`config.mk`:
```
export PLATFORM = sky130hd
export DESIGN_NAME = ad4003_cfg_sequencer_flat
export DESIGN_NICKNAME = d
export VERILOG_FILES = /design/src/rtl/ad4003_cfg_sequencer_if.sv /design/src/rtl/ad4003_cfg_sequencer.sv /design/src/flat_wrapper.sv
export SDC_FILE = /design/constraint.sdc
export NUM_CORES = 1
export LEC_CHECK = 0
export CORE_MARGIN = 2
export CORE_UTILIZATION = 35
export DETAILED_ROUTE_END_ITERATION = 7
export GPL_TIMING_DRIVEN = 0
export HOLD_SLACK_MARGIN = 0.12
export PLACE_DENSITY = 0.58
export REMOVE_ABC_BUFFERS = 1
export SETUP_SLACK_MARGIN = 0.2
export SLEW_MARGIN = 20
export SYNTH_ARGS = -nofsm -noshare
export SYNTH_HDL_FRONTEND = slang
export SYNTH_SLANG_ARGS = --single-unit
```
`constraint.sdc`:
```
create_clock -name adc_spi_clk -period 3.5 [get_ports adc_spi_clk]
set_input_delay 0.525 -clock adc_spi_clk [delete_from_list [all_inputs] [get_ports adc_spi_clk]]
set_output_delay 0.525 -clock adc_spi_clk [all_outputs]
set_load 0.01 [all_outputs]
```
`src/rtl/ad4003_cfg_sequencer_if.sv`:
```
// Control/readback bundle between the carrier register block, the AD4003 deserializer
// and the configuration sequencer. AD4003_CFG_WATCHDOG_EN adds the wdog_trip status line.
interface ad4003_cfg_sequencer_if;
    logic       start;
    logic [7:0] cfg_word;
    logic [5:0] adc_spi_clk_count;
    logic [7:0] rd_data;
    logic       rd_valid;
    logic       force_write;
    logic       force_read;
    logic       acq_en;
    logic       busy;
    logic       cfg_ok;
    logic       cfg_fail;
    logic [1:0] retry_cnt;
`ifdef AD4003_CFG_WATCHDOG_EN
    logic       wdog_trip;

    modport master (
        output start, cfg_word, adc_spi_clk_count, rd_data, rd_valid,
        input  force_write, force_read, acq_en, busy, cfg_ok, cfg_fail, retry_cnt, wdog_trip
    );

    modport slave (
        input  start, cfg_word, adc_spi_clk_count, rd_data, rd_valid,
        output force_write, force_read, acq_en, busy, cfg_ok, cfg_fail, retry_cnt, wdog_trip
    );
`else
    modport master (
        output start, cfg_word, adc_spi_clk_count, rd_data, rd_valid,
        input  force_write, force_read, acq_en, busy, cfg_ok, cfg_fail, retry_cnt
    );

    modport slave (
        input  start, cfg_word, adc_spi_clk_count, rd_data, rd_valid,
        output force_write, force_read, acq_en, busy, cfg_ok, cfg_fail, retry_cnt
    );
`endif
endinterface

```
`src/rtl/ad4003_cfg_sequencer.sv`:
```
// Power-up configuration sequencer for the AD4003: write frame, readback frame, compare, retry.
// Optional macro AD4003_CFG_WATCHDOG_EN adds a RUN-state readback watchdog (wdog_trip).
module ad4003_cfg_sequencer #(
    parameter int FRAME_LEN  = 34,
    parameter int MAX_RETRY  = 3,
    parameter int GAP_CYCLES = 8
) (
    input  logic                      adc_spi_clk,
    input  logic                      rst,
    ad4003_cfg_sequencer_if.slave     bus
);

    localparam int         GAP_W     = (GAP_CYCLES > 1) ? $clog2(GAP_CYCLES) : 1;
    localparam logic [5:0] LAST_POS  = 6'(FRAME_LEN - 1);
    localparam logic [1:0] RETRY_MAX = 2'(MAX_RETRY);
    localparam logic [GAP_W-1:0] GAP_LOAD = GAP_W'(GAP_CYCLES - 1);

    typedef enum logic [3:0] {
        IDLE, ALIGN, WR, GAP1, ALIGN_R, RD, CHECK, GAP2, RUN, FAIL
    } state_t;

    state_t           state_reg;
    logic [7:0]       cfg_q_reg;
    logic [7:0]       rd_q_reg;
    logic             rd_seen_reg;
    logic [GAP_W-1:0] gap_reg;
    logic             force_write_reg;
    logic             force_read_reg;
    logic             acq_en_reg;
    logic             busy_reg;
    logic             cfg_ok_reg;
    logic             cfg_fail_reg;
    logic [1:0]       retry_cnt_reg;

    logic frame_end;
    logic start_accept;

    assign frame_end    = (bus.adc_spi_clk_count == LAST_POS);
    assign start_accept = bus.start &&
                          ((state_reg == IDLE) || (state_reg == RUN) || (state_reg == FAIL));

`ifdef AD4003_CFG_WATCHDOG_EN
    logic [15:0] wdog_cnt_reg;
    logic        wdog_trip_reg;
    assign bus.wdog_trip = wdog_trip_reg;
`endif

    always_ff @(posedge adc_spi_clk) begin
        if (rst) begin
            state_reg       <= IDLE;
            cfg_q_reg       <= 8'd0;
            rd_q_reg        <= 8'd0;
            rd_seen_reg     <= 1'b0;
            gap_reg         <= '0;
            force_write_reg <= 1'b0;
            force_read_reg  <= 1'b0;
            acq_en_reg      <= 1'b0;
            busy_reg        <= 1'b0;
            cfg_ok_reg      <= 1'b0;
            cfg_fail_reg    <= 1'b0;
            retry_cnt_reg   <= 2'd0;
`ifdef AD4003_CFG_WATCHDOG_EN
            wdog_cnt_reg    <= 16'd0;
            wdog_trip_reg   <= 1'b0;
`endif
        end else if (start_accept) begin
            // A fresh sequence always restarts from frame alignment with a clean retry count.
            state_reg     <= ALIGN;
            cfg_q_reg     <= bus.cfg_word;
            retry_cnt_reg <= 2'd0;
            busy_reg      <= 1'b1;
            acq_en_reg    <= 1'b0;
            cfg_ok_reg    <= 1'b0;
            cfg_fail_reg  <= 1'b0;
        end else begin
            case (state_reg)
                ALIGN: begin
                    if (frame_end) begin
                        state_reg       <= WR;
                        force_write_reg <= 1'b1;
                    end
                end
                WR: begin
                    if (frame_end) begin
                        state_reg       <= GAP1;
                        force_write_reg <= 1'b0;
                        gap_reg         <= GAP_LOAD;
                    end
                end
                GAP1: begin
                    if (gap_reg == '0) begin
                        state_reg <= ALIGN_R;
                    end else begin
                        gap_reg <= gap_reg - 1'b1;
                    end
                end
                ALIGN_R: begin
                    if (frame_end) begin
                        state_reg      <= RD;
                        force_read_reg <= 1'b1;
                        rd_seen_reg    <= 1'b0;
                    end
                end
                RD: begin
                    // Later strobes overwrite earlier ones, so the last byte of the frame is judged.
                    if (bus.rd_valid) begin
                        rd_q_reg    <= bus.rd_data;
                        rd_seen_reg <= 1'b1;
                    end
                    if (frame_end) begin
                        state_reg      <= CHECK;
                        force_read_reg <= 1'b0;
                    end
                end
                CHECK: begin
                    if (rd_seen_reg && (rd_q_reg == cfg_q_reg)) begin
                        state_reg  <= RUN;
                        acq_en_reg <= 1'b1;
                        cfg_ok_reg <= 1'b1;
                        busy_reg   <= 1'b0;
`ifdef AD4003_CFG_WATCHDOG_EN
                        wdog_cnt_reg  <= 16'd0;
                        wdog_trip_reg <= 1'b0;
`endif
                    end else if (retry_cnt_reg < RETRY_MAX) begin
                        state_reg     <= GAP2;
                        retry_cnt_reg <= retry_cnt_reg + 2'd1;
                        gap_reg       <= GAP_LOAD;
                    end else begin
                        state_reg    <= FAIL;
                        cfg_fail_reg <= 1'b1;
                        busy_reg     <= 1'b0;
                    end
                end
                GAP2: begin
                    if (gap_reg == '0) begin
                        state_reg <= ALIGN;
                    end else begin
                        gap_reg <= gap_reg - 1'b1;
                    end
                end
                RUN: begin
`ifdef AD4003_CFG_WATCHDOG_EN
                    // Too many frames without a readback strobe: assume the ADC lost its config.
                    if (wdog_cnt_reg == 16'hFFFF) begin
                        state_reg     <= ALIGN;
                        wdog_trip_reg <= 1'b1;
                        wdog_cnt_reg  <= 16'd0;
                        acq_en_reg    <= 1'b0;
                        cfg_ok_reg    <= 1'b0;
                        busy_reg      <= 1'b1;
                        retry_cnt_reg <= 2'd0;
                    end else if (bus.rd_valid) begin
                        wdog_cnt_reg <= 16'd0;
                    end else if (frame_end) begin
                        wdog_cnt_reg <= wdog_cnt_reg + 16'd1;
                    end
`endif
                end
                IDLE, FAIL: begin
                end
                default: begin
                    state_reg <= IDLE;
                end
            endcase
        end
    end

    assign bus.force_write = force_write_reg;
    assign bus.force_read  = force_read_reg;
    assign bus.acq_en      = acq_en_reg;
    assign bus.busy        = busy_reg;
    assign bus.cfg_ok      = cfg_ok_reg;
    assign bus.cfg_fail    = cfg_fail_reg;
    assign bus.retry_cnt   = retry_cnt_reg;

endmodule

```
`src/flat_wrapper.sv`:
```
// flat-port wrapper written by rule: the top's interface ports become plain ports
module ad4003_cfg_sequencer_flat 
#(
    parameter int FRAME_LEN  = 34,
    parameter int MAX_RETRY  = 3,
    parameter int GAP_CYCLES = 8
)
  (adc_spi_clk, rst, bus_start, bus_cfg_word, bus_adc_spi_clk_count, bus_rd_data, bus_rd_valid, bus_force_write, bus_force_read, bus_acq_en, bus_busy, bus_cfg_ok, bus_cfg_fail, bus_retry_cnt);
  ad4003_cfg_sequencer_if bus_i ();
  input  logic adc_spi_clk;
  input  logic rst;
  input wire logic [$bits(bus_i.start)-1:0] bus_start;
  input wire logic [$bits(bus_i.cfg_word)-1:0] bus_cfg_word;
  input wire logic [$bits(bus_i.adc_spi_clk_count)-1:0] bus_adc_spi_clk_count;
  input wire logic [$bits(bus_i.rd_data)-1:0] bus_rd_data;
  input wire logic [$bits(bus_i.rd_valid)-1:0] bus_rd_valid;
  output wire logic [$bits(bus_i.force_write)-1:0] bus_force_write;
  output wire logic [$bits(bus_i.force_read)-1:0] bus_force_read;
  output wire logic [$bits(bus_i.acq_en)-1:0] bus_acq_en;
  output wire logic [$bits(bus_i.busy)-1:0] bus_busy;
  output wire logic [$bits(bus_i.cfg_ok)-1:0] bus_cfg_ok;
  output wire logic [$bits(bus_i.cfg_fail)-1:0] bus_cfg_fail;
  output wire logic [$bits(bus_i.retry_cnt)-1:0] bus_retry_cnt;
  assign bus_i.start = bus_start;
  assign bus_i.cfg_word = bus_cfg_word;
  assign bus_i.adc_spi_clk_count = bus_adc_spi_clk_count;
  assign bus_i.rd_data = bus_rd_data;
  assign bus_i.rd_valid = bus_rd_valid;
  assign bus_force_write = bus_i.force_write;
  assign bus_force_read = bus_i.force_read;
  assign bus_acq_en = bus_i.acq_en;
  assign bus_busy = bus_i.busy;
  assign bus_cfg_ok = bus_i.cfg_ok;
  assign bus_cfg_fail = bus_i.cfg_fail;
  assign bus_retry_cnt = bus_i.retry_cnt;
  ad4003_cfg_sequencer #(.FRAME_LEN(FRAME_LEN), .MAX_RETRY(MAX_RETRY), .GAP_CYCLES(GAP_CYCLES)) u_core (.adc_spi_clk(adc_spi_clk), .rst(rst), .bus(bus_i));
endmodule
```
==> impl_results.md <==
* Core Box Area at 0.00432 sq mm
* Syn_area_per_cell at 8.61 sq um
* R2r endpoint: u_core.rd_q_reg[6]$_SDFFE_PP0P_
* Mapped Cells at 182
* Vias per std cell at 5.16
* Clock transition at path regs at 70 ps
* GRT Total Usage at 0.146
* Cell Rows at 24
* Top Family by Delay on Critical Path: buffers and inverters
* Clock Skew at 7.35 ps
* RSZ-0062 raised after global routing: no
* DP HPWL at 2560 microns
* Final Total Pwr at 0.769 mW
* H-Tree Depth at 2
* Worst Hold Endpoint: u_core.rd_seen_reg$_SDFFE_PP0P_
* Post-Synth XOR/XNOR Area at 0.0447
* Status: complete, no violations
* Mux share of post-synthesis cell area at 0.102
* Relative slew slack at 0.357
* Fin. max-slew vios at 0
* Period Utilization, post-route at 0.603
* Crit path buffers/inverters at 1
* Post-cts resize count at 0
* Async set-reset flop share out of synthesis at 0
* Hold Path Depth at 2
* DR pass1 iterations at 4
* Vias at 1367
* Leak at 0.801 nW
* Setup TNS Final at 0 ps
* First-pass GRT wire length at 5740 microns
* Die area at 0.00503 sq mm
* Critical Path RT at 3690 ps
* Clk sink count at 31
* P&R area growth vs syn at 29.2%
* #FFs+latches synth at 31
* Vias in the first global route at 1328
* Antenna diodes at 0
* DRT iter0 DRCs at 63
* Crit-path cells: clkdlybuf4s50_1, nor2_1, o21ai_0, a211oi_1
* Max-cap violation count at 0
* Synthesized-area fraction occupied by and/or/nand/nor cells at 0.235
* Crit. End Element: flop
* Final hold viol count at 0
* Placer Congestion at 0.831
* Antenna violations before repair at 0
* Global route overflow at 0
* DRC at 0
* Synth cell types at 44
* Main synth FF type: dfxtp_1
* Io pins at 34
* EDFF count, synth at 0
* CTS max path bufs at 2
* Starting Density at 0.362
* Ys Warns at 0
* TritonCTS buffer count at 5
* Peak VDD IR at 0.000211 V
* Worst-margin pin slew at 962 ps
* Hold-fix buffers, CTS at 0
* Largest family of logic cells by synthesized area: simple AND/OR/NAND/NOR gates
* Pin count of the biggest net entering global routing at 28
* CTS root buf: clkbuf_8
* R2R depth at 5
* Post-synthesis cell area at 0.00157 sq mm
* Share of cells above drive strength 1 at 0.0704
* Worst Hold Launch: u_core.rd_seen_reg$_SDFFE_PP0P_
* Crit path kind: primary input to flop
* Commonest non-fill, non-tap cell in the layout: clkdlybuf4s50_1
* Port bufs at 33
* Antenna Nets Post-Route at 0
* RR Startpoint: u_core.state_reg[0]$_SDFFE_PP0P_
* Crit Path Max Fanout at 27
* Min cycle time layout at 2110 ps
* PwrDens at 380 mW/mm^2
* Adder-Cell Fraction of Synth Area at 0.0304
* Setup bufs post-CTS at 0
* Nets at 241
* Sequential-to-total area share from yosys stat at 0.396
* CP Launch Type: primary input
* Die width at 70.9 microns
* Max stage delay on crit path at 910 ps
* Drt total wl at 3410 microns
* R2r setup slk at 1400 ps
* HP Class: flop to flop
* Clock Latency Late Sink at 280 ps
* Most frequent cells in the layout: clkdlybuf4s50_1 (33), dfxtp_1 (31), nor2_1 (29), mux2i_1 (16), nand2_1 (13)
* Die H at 70.9 microns
* Slowest stage cell, crit path: clkdlybuf4s50_1
* Setup violations, final at 0
* Data arrival time of the worst path at 2310 ps
* Post-synthesis compound-gate area fraction at 0.148
* CTS tree: yes
* Max frequency at 0.474 GHz
* Routed WL per cell at 12.9 microns
layout make-up:
class	count	area (sq um)
multi-input combinational	135	881
clock inverter	1	7.51
timing repair buffer	33	330
sequential	31	621
clock buffer	7	96.3
tap	52	65.1
fill	436	2300
inverter	6	22.5
routing by layer:
layer  track usage  part of all wire  wire length [microns]
met1         0.161              0.40                   1360
met2         0.263              0.53                   1790
met3        0.0342             0.064                    218
met4        0.0671             0.010                     34
met5             0                 0                      0
worst max path at each step:
stage,startpoint,to,slack [ps],cells past startpoint
2_1_floorplan,bus_adc_spi_clk_count[1],u_core.rd_seen_reg$_SDFFE_PP0P_,1780,5
3_3_place_gp,rst,u_core.state_reg[2]$_SDFFE_PP0P_,1160,4
3_5_place_dp,rst,u_core.gap_reg[1]$_SDFFE_PP0P_,1100,4
4_1_cts,u_core.state_reg[0]$_SDFFE_PP0P_,u_core.rd_q_reg[6]$_SDFFE_PP0P_,1380,5
5_1_grt,u_core.state_reg[0]$_SDFFE_PP0P_,u_core.rd_q_reg[7]$_SDFFE_PP0P_,1130,5
6_report,rst,u_core.state_reg[2]$_SDFFE_PP0P_,1390,4
report_power, final:
group / leakage (nW) / total [mW] / switching (mW) / internal, mW
sequential: 0.252 / 0.370 / 0.00856 / 0.362
clock: 0.0505 / 0.318 / 0.140 / 0.179
combinational: 0.499 / 0.0806 / 0.0324 / 0.0481
total: 0.801 / 0.769 / 0.181 / 0.589
cell usage after synthesis (2+ instances only):
library cell	number	area share
or3_1	2	0.0080
nand3_1	6	0.019
and2_1	2	0.0080
nand2_1	13	0.031
dfxtp_1	31	0.40
buf_2	4	0.013
o21ai_0	6	0.019
or4_4	2	0.014
nor2_1	29	0.069
clkbuf_1	4	0.0096
inv_1	5	0.012
ha_1	3	0.024
mux2i_1	16	0.10
nand4_1	2	0.0080
nor2b_1	2	0.0080
nand3b_1	3	0.014
a21oi_1	11	0.035
a31oi_1	5	0.020
nand2b_1	4	0.016
xnor2_1	7	0.039
nor3_1	2	0.0064
worst register-to-register path: cells and delay by family (launching register included):
kind / cells / cell delay [ps]
buffers and inverters: 1 / 130
DFF: 1 / 610
and+or+nand+nor: 3 / 880
muxes: 1 / 330
per-stage QoR:
step           cell area [sq um]  utilization  hold slack (ps)  setup slack [ps]  cells
2_1_floorplan               1520            -              431              1780    172
3_3_place_gp                1920        0.443              447              1160    257
6_report                    2020        0.468              467              1390    265
3_5_place_dp                1920        0.444              460              1100    257
5_1_grt                     2020        0.468              489              1130    265
4_1_cts                     2020        0.468              470              1380    265
logic make-up (layout without fill, tap and decap cells):
| logic type | count (synthesis) | in the layout |
|---|---|---|
| AND/OR/NAND/NOR | 71 | 71 |
| AO/OA/AOI/OAI | 36 | 36 |
| flip-flops | 31 | 31 |
| multiplexers | 16 | 16 |
| buffers and inverters | 16 | 47 |
| XOR/XNOR | 8 | 8 |
| adder cells (fa/ha/maj) | 4 | 4 |
Note: power is estimated with default switching activity, not from simulation.
